<file path="src/rtl/nibble_serial_adder.sv">
// Multi-cycle WIDTH-bit adder: one nibble per cycle through a single 4-bit CLA,
// with a registered carry chaining the nibbles and valid/ready on both sides.

module CLA (
  input  logic [3:0] a,
  input  logic [3:0] b,
  input  logic       c0,
  output logic [3:0] s,
  output logic       c4
);

  logic [3:0] p;
  logic [3:0] g;
  logic [4:0] c;

  assign p = a ^ b;
  assign g = a & b;

  // Every carry is a flat sum of products of c0, so the slice is one lookahead deep
  assign c[0] = c0;
  assign c[1] = g[0] | (p[0] & c0);
  assign c[2] = g[1] | (p[1] & g[0]) | (p[1] & p[0] & c0);
  assign c[3] = g[2] | (p[2] & g[1]) | (p[2] & p[1] & g[0]) | (p[2] & p[1] & p[0] & c0);
  assign c[4] = g[3] | (p[3] & g[2]) | (p[3] & p[2] & g[1]) | (p[3] & p[2] & p[1] & g[0])
              | (p[3] & p[2] & p[1] & p[0] & c0);

  assign s  = p ^ c[3:0];
  assign c4 = c[4];

endmodule

module nibble_serial_adder #(
  parameter int WIDTH = 16
) (
  input  logic             clk,
  input  logic             rst_n,
  input  logic             in_valid,
  output logic             in_ready,
  input  logic [WIDTH-1:0] a,
  input  logic [WIDTH-1:0] b,
  input  logic             cin,
  output logic             out_valid,
  input  logic             out_ready,
  output logic [WIDTH-1:0] sum,
  output logic             cout,
  output logic             ovf,
  output logic             busy
);

  localparam int NIBBLES = WIDTH / 4;
  localparam int IDX_W   = (NIBBLES > 1) ? $clog2(NIBBLES) : 1;

  typedef enum logic [1:0] {
    IDLE,
    RUN,
    DONE
  } state_t;

  state_t           state;
  state_t           state_next;
  logic [WIDTH-1:0] a_reg;
  logic [WIDTH-1:0] b_reg;
  logic [WIDTH-1:0] acc;
  logic [WIDTH-1:0] acc_next;
  logic [IDX_W-1:0] idx;
  logic             cr;
  logic [3:0]       nib_a;
  logic [3:0]       nib_b;
  logic [3:0]       nib_s;
  logic             nib_c4;
  logic             last_nib;

  CLA u_cla (
    .a  (nib_a),
    .b  (nib_b),
    .c0 (cr),
    .s  (nib_s),
    .c4 (nib_c4)
  );

  // Select the current operand nibbles and splice the CLA result into the accumulator
  always_comb begin
    nib_a    = '0;
    nib_b    = '0;
    acc_next = acc;
    for (int i = 0; i < NIBBLES; i++) begin
      if (idx == IDX_W'(i)) begin
        nib_a                = a_reg[4*i +: 4];
        nib_b                = b_reg[4*i +: 4];
        acc_next[4*i +: 4]   = nib_s;
      end
    end
  end

  assign last_nib = (idx == IDX_W'(NIBBLES - 1));

  always_comb begin
    state_next = state;
    case (state)
      IDLE:    if (in_valid) state_next = RUN;
      RUN:     if (last_nib) state_next = DONE;
      DONE:    if (out_ready) state_next = IDLE;
      default: state_next = IDLE;
    endcase
  end

  always_ff @(posedge clk or negedge rst_n) begin
    if (!rst_n) begin
      state <= IDLE;
    end else begin
      state <= state_next;
    end
  end

  // Operand capture, nibble sequencing and result registers; results only move entering DONE
  always_ff @(posedge clk or negedge rst_n) begin
    if (!rst_n) begin
      a_reg <= '0;
      b_reg <= '0;
      acc   <= '0;
      idx   <= '0;
      cr    <= 1'b0;
      sum   <= '0;
      cout  <= 1'b0;
      ovf   <= 1'b0;
    end else begin
      case (state)
        IDLE: begin
          if (in_valid) begin
            a_reg <= a;
            b_reg <= b;
            idx   <= '0;
            cr    <= cin;
          end
        end
        RUN: begin
          acc <= acc_next;
          cr  <= nib_c4;
          idx <= idx + 1'b1;
          if (last_nib) begin
            sum  <= acc_next;
            cout <= nib_c4;
            ovf  <= a_reg[WIDTH-1] ^ b_reg[WIDTH-1] ^ nib_s[3] ^ nib_c4;
          end
        end
        default: begin
        end
      endcase
    end
  end

  assign in_ready  = (state == IDLE);
  assign out_valid = (state == DONE);
  assign busy      = (state != IDLE);

endmodule

</file>
<file path="config.mk">
export PLATFORM = sky130hd
export DESIGN_NAME = nibble_serial_adder
export DESIGN_NICKNAME = d
export VERILOG_FILES = /design/src/rtl/nibble_serial_adder.sv
export SDC_FILE = /design/constraint.sdc
export NUM_CORES = 1
export LEC_CHECK = 0
export ABC_AREA = 1
export CORE_UTILIZATION = 52
export CTS_CLUSTER_DIAMETER = 80
export CTS_CLUSTER_SIZE = 20
export DETAILED_ROUTE_END_ITERATION = 10
export HOLD_SLACK_MARGIN = 0.02
export MAX_ROUTING_LAYER = met4
export PLACE_DENSITY = 0.79
export SETUP_SLACK_MARGIN = 0.1
export SYNTH_ARGS = -nofsm -noshare
export SYNTH_HDL_FRONTEND = slang
export SYNTH_SLANG_ARGS = --single-unit
</file>
<file path="constraint.sdc">
create_clock -name clk -period 3.28 [get_ports clk]
set_clock_uncertainty 0.1 [all_clocks]
set_input_delay 0.328 -clock clk [delete_from_list [all_inputs] [get_ports clk]]
set_output_delay 0.328 -clock clk [all_outputs]
set_load 0.05 [all_outputs]
</file>
==> out/metrics.yaml, run 1 <==
placed_design:
  gp_congestion: 0.853
  place_ws_ns: 0.0778
  io_buffers: 57
  dpl.hpwl_mm: 4.73
  place_area_um2: 3750
die:
  die_w_um: 79.8
  rows: 27
  start_util: 0.554
  die_h_um: 79.8
  io-pin-count: 58
  core_area_um2: 5680
  die_area_um2: 6370
timing:
  period_needed_ns: 2.94
  setup_ws_ns: 0.337
  maxSlewHeadroom: 0.667
  timing.final.max_slew_violations: 0
  fmax_mhz: 340
  finalSetupViolCount: 0
  rsz0062_at_grt: "false"
  tns_ns: 0
  hold_viol_final: 0
  finalCritPeriodShare: 0.897
  worst_pin_slew_ns: 0.498
final_layout:
  fin_area_um2: 4000
  fillCellCount: 477
  drive_above_1_share: 0.0871
  final_core_util: 0.705
  syn2layout_area_growth_pct: 27.2
  final_nets: 489
  multi_input_area_um2: 1320
  antenna_cells: 0
  ff_latch_area_um2: 1680
critical_path:
  crit_type: "flip-flop to flip-flop"
  worst_ep_required_time_ns: 3.42
  end_kind: "flip-flop"
  critPathArrivalTime_ns: 3.08
  cp_max_fo: 8
  cp-start-kind: "flip-flop"
clocking:
  cts_sinks: 67
  htree_levels: 3
  tritoncts: "done"
  cts_made_buffers: 9
  insertion_delay_ns: 0.35
  cts-root-buf: "clkbuf_8"
  path_clk_slew_ns: 0.07
  cts_max_path_buffers: 2
route:
  drtPass1Iterations: 4
  drtIter0Drc: 159
  antenna_left: 0
  viasPerCell: 5.16
  wire_per_inst_um: 13.0
  drc: 0
  routed_wl_mm: 6.76
  dr_total_vias: 2685
logic_synthesis:
  syn_inst: 381
  ys_types: 28
  synth_seq_area_share: 0.533
  netlist.area_leader.share: 0.533
  syn_area_per_cell_um2: 8.26
  synth_area_leaders: "dfrtp_1 (53%), nand2_1 (21%), o21ai_0 (4.6%), ha_1 (3.2%), a22oi_1 (2.4%)"
  yosys.area.top_type: "dfrtp_1"
  synth_edf_count: 0
  ys_warn_count: 0
  yosysMostFrequentCell: "nand2_1"
  postSynthNetCount: 427
  yosys-top-cells-count: "nand2_1 (174), dfrtp_1 (67), o21ai_0 (29)"
  ys_ff_latch: 67
  synth_ff_type: "dfrtp_1"
  syn-cell-area_um2: 3150
  async_reset_ff_frac: 1.00
worst_hold_path:
  hold_path.class: "primary input to asynchronous set/reset pin"
global_routing:
  grt_max_degree: 36
  grt_pass1_vias: 2490
  antenna_found_initial: 0
  grt-ovfl-total: 0
  grt_usage: 0.254
  grt_pass1_wl_mm: 11.6
job:
  drv_cap: 0
outcome:
  status: "finished clean"
-- cell type report --
class	count	area share
Clock buffer	14	0.0406
Multi-Input combinational cell	273	0.329
Tap cell	72	0.0225
Clock inverter	2	0.00250
Inverter	25	0.0256
Sequential cell	67	0.419
Timing Repair Buffer	67	0.161
-- worst max-delay path, cell delays in order, from the launching register on --
cell	delay, ns
dfrtp_1	0.43
inv_2	0.11
ha_1	0.17
inv_1	0.07
nand2_1	0.08
inv_2	0.09
a22oi_1	0.15
nand2_1	0.06
o21ai_0	0.12
a21oi_1	0.11
ha_1	0.35
or2_0	0.23
nand2_1	0.12
nand2_1	0.11
a21oi_2	0.27
nand3_1	0.11
nand3_1	0.08
nand2_1	0.05
-- through the flow --
step	instances	hold slack [ns]
final	520	0.345
after global routing	520	0.391
after CTS	519	0.356
after detailed placement	499	0.181
after global placement	499	0.183
after floorplan	381	-0.0676
-- routing by layer --
layer  GRT usage  up-vias  part of all wire
met4      0.0821        0             0.017
met3      0.0651       12             0.039
met1       0.323     1272              0.45
met5           -        -                 0
met2       0.399       69              0.49
li1            -     1332                 -
-- worst paths after layout --
| kind | slack [ns] | from | endpoint | depth (start not counted) |
|---|---|---|---|---|
| min reg2reg | 0.37 | sum[0]$_DFFE_PN0P_ | sum[0]$_DFFE_PN0P_ | 2 |
| max reg2reg | 0.34 | idx[1]$_DFFE_PN0P_ | ovf$_DFFE_PN0P_ | 17 |
| max | 0.34 | idx[1]$_DFFE_PN0P_ | ovf$_DFFE_PN0P_ | 17 |
| min in group clk | 0.37 | sum[0]$_DFFE_PN0P_ | sum[0]$_DFFE_PN0P_ | 2 |
| max in group asynchronous | 2.05 | rst_n | cr$_DFFE_PN0P_ | 3 |
| min | 0.34 | rst_n | idx[1]$_DFFE_PN0P_ | 2 |
-- what timing repair did --
| action | in CTS | in global routing |
|---|---|---|
| pin swaps | 0 | 1 |
| setup endpoints to repair | 7 | 9 |
| buffers inserted | 3 | 1 |
| resized for setup | 2 | 7 |
| hold endpoints to repair | 16 | 0 |
| hold buffers | 1 | 0 |
-- layout by cell type, fill, tap and decap left out, drive strengths merged --
cell type and count:
nand3 8, o31ai 1, or2 3, dlygate4sd3 1, nand2 174, nor2 10, clkinvlp 1, inv 24
clkbuf 14, clkdlybuf4s50 56, o21a 1, dfrtp 67, o21ai 44, a21oi 9, a22oi 10, fa 1
buf 10, clkinv 2, nand4 1, xnor2 2, o221ai 1, ha 8
-- kinds of logic (layout without fill, tap and decap cells) --
family / after synthesis / in the layout / synth area share
XOR/XNOR: 2 / 2 / 0.00557
flip-flops: 67 / 67 / 0.533
AND/OR/NAND/NOR: 196 / 196 / 0.248
buffers and inverters: 41 / 108 / 0.0588
adder cells (fa/ha/maj): 9 / 9 / 0.0382
AO/OA/AOI/OAI: 66 / 66 / 0.117
Power of run 1 is left out: the tool's default activity adds up to more than one toggle a clock period on the data nets, which glitch-free logic cannot reach.
==> run 2: changes to the inputs <==
- CORE_UTILIZATION: 52 -> 54
- PLACE_DENSITY: 0.79 -> 0.82
- clock period: 3.28 -> 3.5 ns (I/O delays scaled with it)
==> run 2 against run 1 <==
Compared with the run above:
- utilization up 0.20 points
- worst setup slack got worse by 0.026 ns
- critical path depth decreased by 2
- largest cell class unchanged
- global-route usage increased by 0.25 points
- maximum frequency is 7.7% lower
- final cell count shrank 1.7%
- first-iteration DRC count decreased by 12%
- flip-flop and latch count is the same
- worst hold slack worse by 0.28 ns
- via count rose by 0.56%
==> out/metrics.yaml, run 2 (synthesized netlist as in run 1, its figures left out) <==
clocking:
  cts_made_buffers: 9  # unchanged
  cts_max_path_buffers: 2  # unchanged
  path_clk_slew_ns: 0.07  # about the same
  tritoncts: "done"  # unchanged
  cts_post_setup_buffers_inserted: 0  # was 3
  cts-root-buf: "clkbuf_8"  # unchanged
  cts_sinks: 67  # unchanged
  htree_levels: 3  # unchanged
  insertion_delay_ns: 0.34  # was 0.35 ns
route:
  wire_per_inst_um: 13.1  # was 13.0 um
  drtIter0Drc: 140  # was 159
  viasPerCell: 5.28  # was 5.16
  antenna_left: 0  # unchanged
  drc: 0  # unchanged
  dr_total_vias: 2700  # was 2685
  drtPass1Iterations: 5  # was 4
  routed_wl_mm: 6.70  # was 6.76 mm
final_layout:
  drive_above_1_share: 0.0638  # was 0.0871
  syn2layout_area_growth_pct: 25.3  # was 27.2%
  final_core_util: 0.707  # was 0.705
  ff_latch_area_um2: 1680  # unchanged
  multi_input_area_um2: 1300  # was 1320 um2
  layout_commonest_cell: "nand2_1"  # unchanged
  fillCellCount: 438  # was 477
  final_nets: 481  # was 489
  final_cell_mix: "nand2_1 (174), dfrtp_1 (67), clkdlybuf4s50_1 (56)"  # was nand2_1 (173), dfrtp_1 (67), clkdlybuf4s50_1 (56)
  antenna_cells: 0  # unchanged
  fin_area_um2: 3940  # was 4000 um2
placed_design:
  place_ws_ns: 0.211  # was 0.0778 ns
  place_area_um2: 3730  # was 3750 um2
  dpl.hpwl_mm: 4.68  # was 4.73 mm
  gp_congestion: 0.880  # was 0.853
  io_buffers: 57  # unchanged
timing:
  period_needed_ns: 3.19  # was 2.94 ns
  fmax_mhz: 314  # was 340 MHz
  hold_viol_final: 0  # unchanged
  setup_ws_ns: 0.311  # was 0.337 ns
  worst_pin_slew_ns: 0.979  # was 0.498 ns
  rsz0062_at_grt: "false"  # unchanged
  tns_ns: 0  # unchanged
  maxSlewHeadroom: 0.347  # was 0.667
  timing.final.max_slew_violations: 0  # unchanged
  finalCritPeriodShare: 0.911  # was 0.897
  finalSetupViolCount: 0  # unchanged
die:
  io-pin-count: 58  # unchanged
  start_util: 0.565  # was 0.554
  core_area_um2: 5570  # was 5680 um2
  rows: 27  # unchanged
  die_area_um2: 6140  # was 6370 um2
  die_w_um: 78.3  # was 79.8 um
  die_h_um: 78.3  # was 79.8 um
critical_path:
  worst_ep_required_time_ns: 3.62  # was 3.42 ns
  crit_type: "flip-flop to flip-flop"  # unchanged
  cp-start-kind: "flip-flop"  # unchanged
  cp_max_fo: 14  # was 8
  critPathArrivalTime_ns: 3.31  # was 3.08 ns
  end_kind: "flip-flop"  # unchanged
job:
  drv_cap: 0  # unchanged
global_routing:
  grt_pass1_vias: 2587  # was 2490
  grt_max_degree: 47  # was 36
  antenna_found_initial: 0  # unchanged
  grt_usage: 0.256  # was 0.254
  grt-ovfl-total: 0  # unchanged
  grt_pass1_wl_mm: 11.7  # was 11.6 mm
worst_hold_path:
  hold_path.class: "primary input to asynchronous set/reset pin"  # unchanged
outcome:
  status: "finished clean"  # unchanged
-- run 2: cell count changes in the layout (fill, tap and decap cells not counted), moves of 2 or more --
| cell | change |
|---|---|
| inv_1 | +3 |
| buf_4 | -7 |
| inv_2 | -2 |
| ha_2 | +2 |
-- run 2: layout make-up --
| type | instances | area share |
|---|---|---|
| repair buffers | 59 | 0.147 |
| clock buffers | 13 | 0.0403 |
| clock inverters | 2 | 0.00889 |
| flip-flops and latches | 67 | 0.425 |
| inverters | 25 | 0.0251 |
| well taps | 72 | 0.0228 |
| multi-input cells | 273 | 0.330 |
-- run 2: metal layers --
metal  global-route usage  routed length, um
met4                0.130                231
met3               0.0628                348
met5                    -                  0
met1                0.324               2930
met2                0.385               3180
-- run 2: path summary, 6_finish.rpt --
kind                               startpoint                    end  slack, ns  cells past startpoint
setup / recovery           idx[0]$_DFFE_PN0P_     acc[7]$_DFFE_PN0P_       0.31                     15
setup reg to reg           idx[0]$_DFFE_PN0P_     acc[7]$_DFFE_PN0P_       0.31                     15
hold / removal                          rst_n    sum[11]$_DFFE_PN0P_       0.07                      1
hold reg to reg            sum[0]$_DFFE_PN0P_     sum[0]$_DFFE_PN0P_       0.38                      2
max in group asynchronous               rst_n  b_reg[13]$_DFFE_PN0P_       2.39                      2
min in group clk           sum[0]$_DFFE_PN0P_     sum[0]$_DFFE_PN0P_       0.38                      2
-- run 2: through the flow --
stage          cells  hold slack (ns)
2_1_floorplan    381          -0.0456
3_3_place_gp     496            0.353
3_5_place_dp     496            0.367
4_1_cts          511           0.0940
5_1_grt          511            0.154
6_report         511           0.0656
-- run 2: timing repair --
item                       in CTS  in global routing
setup endpoints to repair       0                 21
gates resized for setup         0                  4
hold buffers                    0                  0
-- run 2: critical path, stage by stage (launching register included) --
cell     delay (ns)
dfrtp_1        0.44
inv_1          0.16
ha_2           0.34
inv_1          0.25
o21ai_0        0.33
a21oi_1        0.12
ha_1           0.37
nand2_1        0.09
nand2_1        0.07
nand2_1        0.07
nand2_1        0.13
nand2_1        0.09
nand2_1        0.18
nand2_1        0.07
o21ai_1        0.13
o21ai_1        0.10
Power of run 2 is left out for the same reason.
